===== src/rtl/fsm3_seq_ctrl.sv =====
// One-hot A/B/C/D sequence detector for the serial pattern "101", with a
// saturating match counter and a threshold pulse. Define FSM3_ONEHOT_CHECK_EN
// to add the illegal-load checker that drives the sticky err output.
module fsm3_seq_ctrl #(
  parameter int CNT_W = 8
) (
  input  logic             clk,
  input  logic             areset,
  input  logic             din,
  input  logic             din_valid,
  input  logic             ld_valid,
  input  logic [3:0]       ld_state,
  input  logic [CNT_W-1:0] thresh,
  input  logic             clr_cnt,
  output logic [3:0]       state,
  output logic             dout,
  output logic [CNT_W-1:0] match_cnt,
  output logic             thresh_hit,
  output logic             err
);

  typedef enum logic [3:0] {
    ST_A = 4'b0001,
    ST_B = 4'b0010,
    ST_C = 4'b0100,
    ST_D = 4'b1000
  } state_e;

  localparam logic [CNT_W-1:0] CNT_ONE  = {{(CNT_W-1){1'b0}}, 1'b1};
  localparam logic [CNT_W-1:0] CNT_MAX  = '1;
  localparam logic [CNT_W-1:0] CNT_ZERO = '0;

  logic [3:0]       state_q, state_d;
  logic [CNT_W-1:0] cnt_q, cnt_d;
  logic             hit_q, hit_d;
  logic [3:0]       step_next;
  logic             enter_d;

  // Per-bit equations, so a non-one-hot state advances as the OR of its bits.
  always_comb begin
    step_next[0] = (state_q[0] | state_q[2]) & ~din;
    step_next[1] = (state_q[0] | state_q[1] | state_q[3]) & din;
    step_next[2] = (state_q[1] | state_q[3]) & ~din;
    step_next[3] = state_q[2] & din;
  end

`ifdef FSM3_ONEHOT_CHECK_EN
  logic err_q, err_d;
  logic ld_onehot;

  assign ld_onehot = (ld_state != 4'b0000) && ((ld_state & (ld_state - 4'b0001)) == 4'b0000);
`endif

  always_comb begin
    state_d = state_q;
    enter_d = 1'b0;
`ifdef FSM3_ONEHOT_CHECK_EN
    err_d   = err_q;
`endif
    if (ld_valid) begin
`ifdef FSM3_ONEHOT_CHECK_EN
      if (ld_onehot) begin
        state_d = ld_state;
      end else begin
        state_d = ST_A;
        err_d   = 1'b1;
      end
`else
      state_d = ld_state;
`endif
    end else if (din_valid) begin
      state_d = step_next;
      enter_d = step_next[3];
    end
  end

  // Clear beats increment; the pulse fires only on a real change onto thresh.
  always_comb begin
    cnt_d = cnt_q;
    if (clr_cnt) begin
      cnt_d = CNT_ZERO;
    end else if (enter_d && (cnt_q != CNT_MAX)) begin
      cnt_d = cnt_q + CNT_ONE;
    end
    hit_d = (cnt_d != cnt_q) && (cnt_d == thresh) && (thresh != CNT_ZERO);
  end

  always_ff @(posedge clk or posedge areset) begin
    if (areset) begin
      state_q <= ST_A;
      cnt_q   <= CNT_ZERO;
      hit_q   <= 1'b0;
    end else begin
      state_q <= state_d;
      cnt_q   <= cnt_d;
      hit_q   <= hit_d;
    end
  end

`ifdef FSM3_ONEHOT_CHECK_EN
  always_ff @(posedge clk or posedge areset) begin
    if (areset) begin
      err_q <= 1'b0;
    end else begin
      err_q <= err_d;
    end
  end

  assign err = err_q;
`else
  assign err = 1'b0;
`endif

  assign state      = state_q;
  assign dout       = (state_q == ST_D);
  assign match_cnt  = cnt_q;
  assign thresh_hit = hit_q;

endmodule


===== config.mk =====
export PLATFORM = sky130hd
export DESIGN_NAME = fsm3_seq_ctrl
export DESIGN_NICKNAME = d
export VERILOG_FILES = /design/src/rtl/fsm3_seq_ctrl.sv
export SDC_FILE = /design/constraint.sdc
export NUM_CORES = 1
export LEC_CHECK = 0
export BUFFER_PORTS_ARGS = -buffer_cell sky130_fd_sc_hd__buf_2
export CORE_AREA = 4 4 49 95
export DETAILED_ROUTE_END_ITERATION = 8
export DIE_AREA = 0 0 53 99
export SLEW_MARGIN = 10
export SYNTH_ARGS = -nofsm -noshare
export SYNTH_HDL_FRONTEND = slang
export SYNTH_SLANG_ARGS = --single-unit

===== constraint.sdc =====
create_clock -name clk -period 2.4 [get_ports clk]
set_input_delay 0.6 -clock clk [delete_from_list [all_inputs] [get_ports clk]]
set_output_delay 0.6 -clock clk [all_outputs]
set_load 0.01 [all_outputs]

======== Word-level counts from Yosys, hierarchy flattened ========
Cells that the tools add are included.
storage, ports and cells
  bits in registers ....................... 13
  bits in latches ......................... 0
  RAM bits ................................ 0
  ROM bits ................................ 0
  input bits .............................. 18
  output and inout port bits .............. 15
  word-level logic and storage cells ...... 28
  memories kept ........................... 0
cells by class
  $add $sub $neg .......................... 1
  multiply operators ...................... 0
  div/mod/pow operators ................... 0
  magnitude comparators ................... 0
  equality and inequality tests ........... 4
  shift-type cells ........................ 0
  muxes and demuxes ....................... 6
  bitwise logic cells ..................... 9
  reductions and logical operators ........ 5
operator list
  kind                                                           number
  8-bit two-way mux                                              2
  8-bit by 1-bit adder with 8-bit output, second input constant  1
  8-bit equality test                                            1
  4-bit two-way mux                                              2
  8-bit inequality test                                          1
  8-bit inequality test, second input constant                   1
  8-bit nonzero test                                             1
  1-bit AND                                                      4
  4-bit equality test, second input constant                     1
  1-bit OR                                                       4
  1-bit logical AND                                              3
  1-bit two-way mux                                              2
  2-bit nonzero test                                             1
  1-bit NOT                                                      1

======== Longest topological paths before layout ========
Gate-level depths: netlist of run 1.
  depth in word-level cells ............... 9
  mapped depth ............................ 7
  depth with buffers taken out ............ 7

======== Worst setup path after synthesis of run 1 ========
OpenSTA, ideal clock, no wires.
  kind .................................... input to register
  start point ............................. input ld_valid
  end point ............................... register hit_q (netlist: thresh_hit)
  library setup time ...................... 96 ps
  data arrival time ....................... 1952 ps
  required time ........................... 2304 ps
  slack ................................... 352 ps
  stages on the path ...................... 7
  path buffers ............................ 1
  cell sequence ........................... buf_6 nand4b_4 a31oi_2 mux2i_1 xnor2_1 o311ai_0 nor4_2
between the ends
  word-level cells in the longest chain between the ends .. 7
  elaborated cells between the ends (all ways) .. 8
  classes of those cells .................. eq/ne (2); mux (3); reduce/logical (3)
RTL lines
  element                                                              line  RTL
  start, declared                                                      11    input logic ld_valid,
  1-bit two-way mux (*)                                                60    if (ld_valid) begin
  1-bit logical AND (*)                                                82    end else if (enter_d && (cnt_q != CNT_MAX)) begin
  8-bit two-way mux (*)                                                82
  8-bit two-way mux (*)                                                80    if (clr_cnt) begin
  net cnt_d[1]                                                         34    logic [CNT_W-1:0] cnt_q, cnt_d;
  8-bit inequality test / 8-bit equality test (equally long branches)  85    hit_d = (cnt_d != cnt_q) && (cnt_d == thresh) && (thresh != CNT_ZERO);
  1-bit logical AND (*) (2 in a row)                                   85
  net hit_d                                                            35    logic hit_q, hit_d;
  end signal, assigned                                                 96    hit_q <= hit_d;
  end, declared                                                        35
Mark *: on every way through the listed nets, which the timed path passes. The rest lies on a longest branch.
A chain may end at the register's enable or synchronous reset.

======== Worst setup path in the final report of run 1 ========
  start point ............................. register cnt_q[0] (netlist: match_cnt[0])
  end point ............................... register hit_q (netlist: thresh_hit)
between the ends
  word-level cells in the longest chain between the ends .. 7
  elaborated cells between the ends (all ways) .. 9
  classes of those cells .................. add/sub (1); eq/ne (3); mux (2); reduce/logical (3)
RTL lines
  element                                                                                         line  RTL
  start, declared                                                                                 34
  start signal, assigned                                                                          95    cnt_q <= cnt_d;
  parallel branches: the longest is 2 deep, another holds 8-bit by 1-bit adder with 8-bit output  --
  8-bit two-way mux (*)                                                                           82
  8-bit two-way mux (*)                                                                           80
  net cnt_d[1]                                                                                    34
  8-bit inequality test / 8-bit equality test (equally long branches)                             85
  1-bit logical AND (*) (2 in a row)                                                              85
  net hit_d                                                                                       35
Mark *: on every way through the listed nets, which the timed path passes.

==> results.md, run 1 <==
* CTS Root Cell: clkbuf_8
* Routed WL per cell at 14.12 um
* Fill cell count at ~430
* DIE AREA at around 0.0052 mm2
* DP Wirelength at approximately 2200 um
* DR pass1 iterations at 4
* Slew Viols, Final at 0
* Worst-path fanout max at 6
* IO Pins at 33
* Reg2Reg Launch Point: match_cnt[0]$_DFF_PP0_
* Crit end category: register
* Die Ht at between 90 and 100 um
* Final critical-path required period at about 2.3 ns
* Row cnt at 32
* Cts bufs inserted at 3
* Peak VDD IR at 0.2021 mV
* Yosys cell types at 44
* Share of cells above drive strength 1 at 0.3497
* Clock transition at path regs at 0.06 ns
* Max stage delay cell, worst path: dfrtp_1
* GPL Wtd Cong at roughly 0.84
* Area growth syn-to-layout at 24.63%
* RSZ-0062 raised after global routing: false
* Asr flop ratio synth at 1.000
* Core box area at approximately 0.004 mm2
* Hold buffer count at CTS at 0
* CP Class: register to register
* Post-cts resize count at 0
* Pleak at 0.5937 nW
* Critical path buffer and inverter count at 0
* R2R cell count at 7
* CTS max path bufs at 2
* PwrDens at around 420 mW/mm2
* HP Class: input port to asynchronous set/reset pin
* Worst Skew at 0.005350 ns
* Area leader, netlist: dfrtp_1
* Slew headroom at 0.6560
* Layout net count at ~160
* Final period util at 0.9385
* Initial antenna violation count at 0
* Worst EP required at around 2.6 ns
* Critical Path Stages at 7
* CTS tree: yes
* # clock sinks at 13
* Grt total ovfl at 0
* Via Count at 956
* Sequential share of the synthesized area at 0.3263
* Cell Chain, Critical Path: ha_1, and2_1, a31oi_2, mux2i_1, xnor2_1, o311ai_0, nor4_2
* Area of the mapped netlist at between 0.001 and 0.0015 mm2
* Worst skew pair latency at between 0.2 and 0.3 ns
* Final number of hold-violating endpoints at 0
* Post-synth top area share at 0.3000
* Number of setup buffers added after CTS at 0
* Avg Inst Size Synth at 8.937 um2
* Synthesis Warnings at 0
* Diode count at 0
* Mapped Nets at approximately 130
* Top area cells in the synthesized netlist: dfrtp_1 30%, nor2_1 5.6%, mux2i_1 5.0%
* Crit path arrival time at approximately 2.4 ns
* First-pass GRT wire length at 4360 um
* CP max stage delay at about 0.44 ns
* Final setup viols at 0
* Largest net degree at the start of global routing at 17
* Remaining DRCs at 0
* Port bufs at 31
* Final non-filler cell total at 194
* Worst Tran Pin Value at roughly 0.5 ns
* Maximum clock rate at ~440 MHz
* Worst setup SP type: register
* Register area at 326.6 um2
* Max cap viols at 0
* Flops & latches, synth at 13
* Setup TNS at 0 ns
* Setup slack, reg-to-reg at between 0.1 and 0.15 ns
* FF-to-FF End: thresh_hit$_DFF_PP0_
* Starting Density at 0.2577
* EDFF count, synth at 0
* Drt via density at approximately 5
* Fin Hold WS at between 0.3 and 0.4 ns
* Total Routing Usage GR at 0.1130
* H-tree depth at 1
* Post-route ant nets at 0
* Area occupied by multi-input gates at about 610 um2
* Post-Synthesis Cells at 112
* Initial DRC count at 10
* Vias in the first global route at between 900 and 1,000
* Die W at approximately 53 um
* Placed insts at 190
* Status: finished clean
* Post-Route WL at 2740 um
* Crit path max-delay family: simple AND/OR/NAND/NOR gates
* Synth Flop Type: dfrtp_1
==> synthesized netlist by cell type (2+ instances only) <==
| cell type | instances |
|---|---|
| clkbuf_1 | 2 |
| mux2i_1 | 5 |
| nand2_1 | 7 |
| o311ai_0 | 2 |
| xor2_1 | 3 |
| nor2b_1 | 2 |
| inv_1 | 5 |
| buf_2 | 2 |
| nor4_1 | 5 |
| nand2b_1 | 3 |
| nand3_1 | 4 |
| mux2_2 | 2 |
| a211oi_1 | 4 |
| a21oi_1 | 5 |
| and2_1 | 2 |
| xnor2_1 | 5 |
| buf_4 | 2 |
| dfrtp_1 | 12 |
| nor2_1 | 15 |
==> placed cells by master, fill, tap and decap left out, types with 2 or more instances in the layout <==
cell      instances
buf_2            31
nor2_1           15
dfrtp_1          12
nand2_1           7
inv_1             5
xnor2_1           5
a21oi_1           5
mux2i_1           5
nor4_1            5
nand3_1           4
a211oi_1          4
buf_4             4
xor2_1            3
nand2b_1          3
clkbuf_8          3
o311ai_0          2
nor2b_1           2
and2_1            2
mux2_2            2
==> cell type report <==
| cell class | count | area share |
|---|---|---|
| Timing Repair Buffer | 35 | 0.1484 |
| Clock inverter | 1 | 0.004012 |
| Tap cell | 51 | 0.05115 |
| Multi-Input combinational cell | 86 | 0.4865 |
| Sequential cell | 13 | 0.2618 |
| Inverter | 5 | 0.01505 |
| Clock buffer | 3 | 0.03310 |
==> how the worst max path moves through the flow <==
stage                           start  slack, ns              endpoint
3_5_place_dp                 ld_valid       0.09  thresh_hit$_DFF_PP0_
5_1_grt        match_cnt[0]$_DFF_PP0_       0.03  thresh_hit$_DFF_PP0_
4_1_cts        match_cnt[0]$_DFF_PP0_       0.15  thresh_hit$_DFF_PP0_
6_report       match_cnt[0]$_DFF_PP0_       0.15  thresh_hit$_DFF_PP0_
2_1_floorplan                ld_valid       0.35  thresh_hit$_DFF_PP0_
3_3_place_gp                 ld_valid       0.13  thresh_hit$_DFF_PP0_
==> stage by stage <==
step                instance area (um2)    util  setup WS (ns)  total power, mW
floorplan                          1001       -         0.3524           0.2911
CTS                                1247  0.3212         0.1527           0.5358
finish                             1247  0.3212         0.1477           0.5282
global route                       1247  0.3212        0.02736           0.5519
detailed placement                 1201  0.3093        0.09314           0.3290
global placement                   1201  0.3093         0.1306           0.3292
==> state kept, by name, indices dropped and copies added (netlist names) <==
register / cells
state: 4
match_cnt: 8
thresh_hit: 1
==> logic make-up after synthesis <==
group / Yosys count / share of synthesized area
adders and majority gates: 1 / 0.01250
muxes: 7 / 0.07250
other: 1 / 0.003746
xor gates and xnor gates: 8 / 0.07000
and+or+nand+nor: 46 / 0.2737
buffers and inverters: 13 / 0.06750
DFF: 13 / 0.3263
AOI/OAI and AO/OA: 23 / 0.1738
==> where the power goes <==
part	switching (mW)	internal, mW	leakage, nW
Combinational	0.0481	0.0373	0.396
Sequential	0.0104	0.228	0.172
Clock	0.0890	0.115	0.0255
Total	0.148	0.381	0.594
==> routing by layer <==
metal / GRT usage / wire length [um] / share of wire / up-vias
met1: 0.1243 / 1059 / 0.39 / 441
met2: 0.1944 / 1415 / 0.52 / 35
met3: 0.01664 / 173 / 0.063 / 7
met5: 0 / 0 / 0 / -
li1: - / - / - / 473
met4: 0.06693 / 91 / 0.033 / 0
Power figures use the tool's default switching activity.
==> run 2, diff against run 1 <==
--- a/config.mk
+++ b/config.mk
@@ -5,10 +5,10 @@
 export SDC_FILE = /design/constraint.sdc
 export NUM_CORES = 1
 export LEC_CHECK = 0
-export BUFFER_PORTS_ARGS = -buffer_cell sky130_fd_sc_hd__buf_2
 export CORE_AREA = 4 4 49 95
 export DETAILED_ROUTE_END_ITERATION = 8
 export DIE_AREA = 0 0 53 99
+export DONT_BUFFER_PORTS = 1
 export SLEW_MARGIN = 10
 export SYNTH_ARGS = -nofsm -noshare
 export SYNTH_HDL_FRONTEND = slang
==> results.md, run 2 (same netlist as run 1, synthesis figures left out) <==
* Status: finished clean
* DP Wirelength at between 2000 and 2500 um
* Routed WL per cell at approximately 17 um
* DR pass1 iterations at 5
* Max cap viols at 0
* Core box area at ~0.0039 mm2
* Worst-path fanout max at 6
* CTS Root Cell: clkbuf_8
* Cts bufs inserted at 3
* Worst setup SP type: register
* Hold buffer count at CTS at 0
* CTS max path bufs at 2
* Total Routing Usage GR at 0.1101
* Post-Route WL at between 2000 and 3000 um
* GPL Wtd Cong at between 0.8 and 0.9
* Worst Tran Pin Value at 0.5162 ns
* DIE AREA at 0.005247 mm2
* R2R cell count at 7
* CP Class: register to register
* Commonest non-fill, non-tap cells in the layout: 15 x nor2_1, 12 x dfrtp_1, 7 x nand2_1
* Post-route ant nets at 0
* Setup TNS at 0 ns
* Slew headroom at 0.6527
* Maximum clock rate at between 400 and 500 MHz
* Worst Setup Slack, final at about 0.16 ns
* RSZ-0062 raised after global routing: false
* Final period util at 0.9333
* Starting Density at 0.2577
* Remaining DRCs at 0
* IO Pins at 33
* Post-cts resize count at 0
* H-tree depth at 1
* Initial DRC count at 20
* Setup slack, reg-to-reg at 0.16 ns
* Worst skew pair latency at between 0.2 and 0.25 ns
* # clock sinks at 13
* Slew Viols, Final at 0
* Peak VDD IR at between 0.2 and 0.25 mV
* Worst EP required at around 2.6 ns
* Largest net degree at the start of global routing at 18
* Worst Skew at between 0.0005 and 0.0006 ns
* Final core occ at 0.2806
* Die W at ~53 um
* Comb power frac at 0.095
* CTS tree: yes
* Final Instance Area at between 0.001 and 0.0015 mm2
* Initial antenna violation count at 0
* Most common cell after layout, fill and taps aside: nor2_1
* Final non-filler cell total at 162
* First-pass GRT wire length at between 4000 and 5000 um
* Final critical-path required period at ~2.2 ns
* Die Ht at 99 um
* Post-DP Area at 0.001039 mm2
* Area growth syn-to-layout at 8.875%
* Diode count at 0
* Placed insts at approximately 160
* Number of setup buffers added after CTS at 0
* Port bufs at 0
* Share of cells above drive strength 1 at 0.1712
* Clk pwr share at 0.407
* Net Sw Power at ~130 uW
* Drt via density at between 5 and 6
* Via Count at around 870
* Final number of hold-violating endpoints at 0
* Sequential Power Share at 0.497
* Pre-CTS setup slack at a little under 0.2 ns
* Crit end category: register
* Sw frac at 0.2564
* PwrDens at between 400 and 500 mW/mm2
* Internal power at 364.4 uW
* HP Class: input port to asynchronous set/reset pin
* Row cnt at 32
* Layout net count at approximately 130
* Clock transition at path regs at roughly 0.060 ns
* Pleak at 0.4512 nW
* Crit path arrival time at around 2.4 ns
* Final setup viols at 0
* Vias in the first global route at roughly 890
* Max reg flops at 8
* Grt total ovfl at 0
[run 2: cell types whose count changed in the layout (fill, tap and decap cells not counted)]
| cell | change |
|---|---|
| buf_4 | -1 |
| a211oi_2 | +1 |
| buf_2 | -31 |
| a211oi_1 | -1 |
[run 2: final cells by class]
| class | instances | area, um2 |
|---|---|---|
| fill | 433 | 2794 |
| multi-input combinational | 86 | 611.8 |
| sequential | 13 | 326.6 |
| tap | 51 | 63.81 |
| clock buffer | 3 | 41.29 |
| timing repair buffer | 3 | 22.52 |
| inverter | 5 | 18.77 |
| clock inverter | 1 | 5.005 |
[run 2: worst max-delay path, cell delays in order, from the launching register on]
cell,delay (ns)
dfrtp_1,0.46
ha_1,0.29
and2_1,0.20
a31oi_2,0.27
mux2i_1,0.31
xnor2_1,0.15
o311ai_0,0.17
nor4_2,0.28
[run 2: stage by stage]
stage / power, mW / hold slack, ns
floorplan: 0.2911 / 0.4762
global placement: 0.2924 / 0.5673
detailed placement: 0.2950 / 0.5612
CTS: 0.4978 / 0.2975
global route: 0.5160 / 0.3070
finish: 0.4900 / 0.2758
[run 2: power groups by stage]
| stage | Clock, mW | Combinational, mW | Sequential, mW |
|---|---|---|---|
| after floorplan | 0 | 0.0470 | 0.244 |
| after global placement | 0 | 0.0458 | 0.247 |
| after detailed placement | 0 | 0.0472 | 0.248 |
| after CTS | 0.206 | 0.0477 | 0.244 |
| after global routing | 0.218 | 0.0535 | 0.244 |
| final | 0.200 | 0.0467 | 0.244 |
[run 2: final timing paths]
path,start,endpoint
setup reg to reg,match_cnt[0]$_DFF_PP0_,thresh_hit$_DFF_PP0_
hold / removal,areset,state[2]$_DFFE_PP0P_
setup / recovery,match_cnt[0]$_DFF_PP0_,thresh_hit$_DFF_PP0_
hold reg to reg,state[1]$_DFFE_PP0P_,state[1]$_DFFE_PP0P_
max in group asynchronous,areset,state[0]$_DFFE_PP1P_
min in group clk,clr_cnt,match_cnt[4]$_DFF_PP0_
[run 2: routing by layer]
metal	wire length [um]	global-route usage	share of wire
met4	71	0.03937	0.026
met3	290	0.03933	0.11
met1	972	0.1189	0.35
met2	1424	0.1897	0.52
met5	0	0	0
==> run 3, diff against run 2 <==
--- a/config.mk
+++ b/config.mk
@@ -9,6 +9,7 @@
 export DETAILED_ROUTE_END_ITERATION = 8
 export DIE_AREA = 0 0 53 99
 export DONT_BUFFER_PORTS = 1
+export RECOVER_POWER = 50
 export SLEW_MARGIN = 10
 export SYNTH_ARGS = -nofsm -noshare
 export SYNTH_HDL_FRONTEND = slang
==> results.md, run 3 (same netlist as run 1, synthesis figures left out) <==
* Worst Skew at around 0.00059 ns
* CTS max path bufs at 2
* Setup TNS at 0 ns
* Worst setup SP type: register
* Remaining DRCs at 0
* Max cap viols at 0
* CP Class: register to register
* Share of cells above drive strength 1 at 0.1622
* Internal power at ~360 uW
* Net Sw Power at between 100 and 150 uW
* Worst skew pair latency at about 0.24 ns
* Crit path arrival time at between 2 and 2.5 ns
* PwrDens at between 400 and 500 mW/mm2
* Worst-path fanout max at 6
* Drt via density at about 5.4
* Pwr Total at 489.6 uW
* Max reg flops at 8
* Crit end category: register
* Port bufs at 0
* H-tree depth at 1
* Total Routing Usage GR at 0.1101
* Area growth syn-to-layout at 8.875%
* Final period util at 0.9333
* Commonest non-fill, non-tap cells in the layout: 15 x nor2_1, 12 x dfrtp_1, 7 x nand2_1
* First-pass GRT wire length at about 4300 um
* Starting Density at 0.2577
* Slew headroom at 0.6513
* IO Pins at 33
* Worst EP required at 2.55 ns
* Maximum clock rate at roughly 450 MHz
* Sequential Power Share at 0.497
* Final core occ at 0.2806
* Most common cell after layout, fill and taps aside: nor2_1
* DR pass1 iterations at 5
* Fill cell count at between 400 and 500
* Die W at 53 um
* Routed length on met1 at 981 um
* Via Count at 875
* CTS Root Cell: clkbuf_8
* Worst Tran Pin Value at slightly above 0.5 ns
* Final number of hold-violating endpoints at 0
* Post-Route WL at between 2000 and 3000 um
* # clock sinks at 13
* Grt total ovfl at 0
* Die Ht at approximately 99 um
* DP Wirelength at 2240 um
* Post-cts resize count at 0
* Number of setup buffers added after CTS at 0
* Pleak at between 0.4 and 0.5 nW
* Status: finished clean
* Met2 WL at roughly 1400 um
* Final setup viols at 0
* Initial DRC count at 20
* RSZ-0062 raised after global routing: false
* HP Class: input port to asynchronous set/reset pin
* GPL Wtd Cong at around 0.84
* Cts bufs inserted at 3
* Routed WL per cell at between 15 and 20 um
* Layout net count at about 130
* Final critical-path required period at ~2.2 ns
* Hold buffer count at CTS at 0
* Clock transition at path regs at about 0.060 ns
* DR top layer: met4
* Row cnt at 32
* Metal3 WL at between 200 and 300 um
* Comb power frac at 0.096
* Initial antenna violation count at 0
* CTS tree: yes
* Largest net degree at the start of global routing at 18
* Post-route ant nets at 0
* Diode count at 0
* Worst Setup Slack, final at 0.1600 ns
* Clk pwr share at 0.408
* Core box area at 0.003884 mm2
* Pre-CTS setup slack at approximately 0.19 ns
* Sw frac at 0.2572
* Peak VDD IR at roughly 0.21 mV
* DIE AREA at around 0.0052 mm2
* Slew Viols, Final at 0
* Vias in the first global route at around 890
==> run 3: critical path, cell delays in order (launching register included) <==
cell      delay [ns]
dfrtp_1         0.46
ha_1            0.29
and2_1          0.20
a31oi_2         0.27
mux2i_1         0.31
xnor2_1         0.15
o311ai_0        0.17
nor4_2          0.28
==> run 3: cell type report <==
class	count	area, um2	area share
Clock buffer	3	41.29	0.03789
Clock inverter	1	5.005	0.004592
Inverter	5	18.77	0.01722
Multi-Input combinational cell	86	611.8	0.5614
Sequential cell	13	326.6	0.2997
Tap cell	51	63.81	0.05855
Timing Repair Buffer	3	22.52	0.02067
==> run 3: worst paths after layout <==
path | start | endpoint | slack, ns | depth (start not counted)
min | areset | state[2]$_DFFE_PP0P_ | 0.28 | 1
max reg2reg | match_cnt[0]$_DFF_PP0_ | thresh_hit$_DFF_PP0_ | 0.16 | 7
max | match_cnt[0]$_DFF_PP0_ | thresh_hit$_DFF_PP0_ | 0.16 | 7
min in group clk | clr_cnt | match_cnt[4]$_DFF_PP0_ | 0.41 | 1
min reg2reg | state[1]$_DFFE_PP0P_ | state[1]$_DFFE_PP0P_ | 0.72 | 2
max in group asynchronous | areset | state[0]$_DFFE_PP1P_ | 1.76 | 1
==> run 3: metal layers <==
metal	GRT usage	up-vias
met4	0.03937	0
met2	0.1897	42
met3	0.03933	9
met5	0	-
met1	0.1189	426
li1	-	398
==> run 3: through the flow <==
stage	area, um2	hold WS [ns]	std cells
after floorplan	1001	0.4762	112
after global placement	1039	0.5673	158
after detailed placement	1039	0.5612	158
after CTS	1085	0.2975	162
after global routing	1090	0.3071	162
final	1090	0.2785	162
==> run 3: power groups by stage <==
stage	clock network (mW)	logic [mW]	registers, mW
floorplan	0	0.0470	0.244
global placement	0	0.0458	0.247
detailed placement	0	0.0472	0.248
CTS	0.206	0.0477	0.244
global route	0.218	0.0535	0.244
finish	0.200	0.0468	0.243
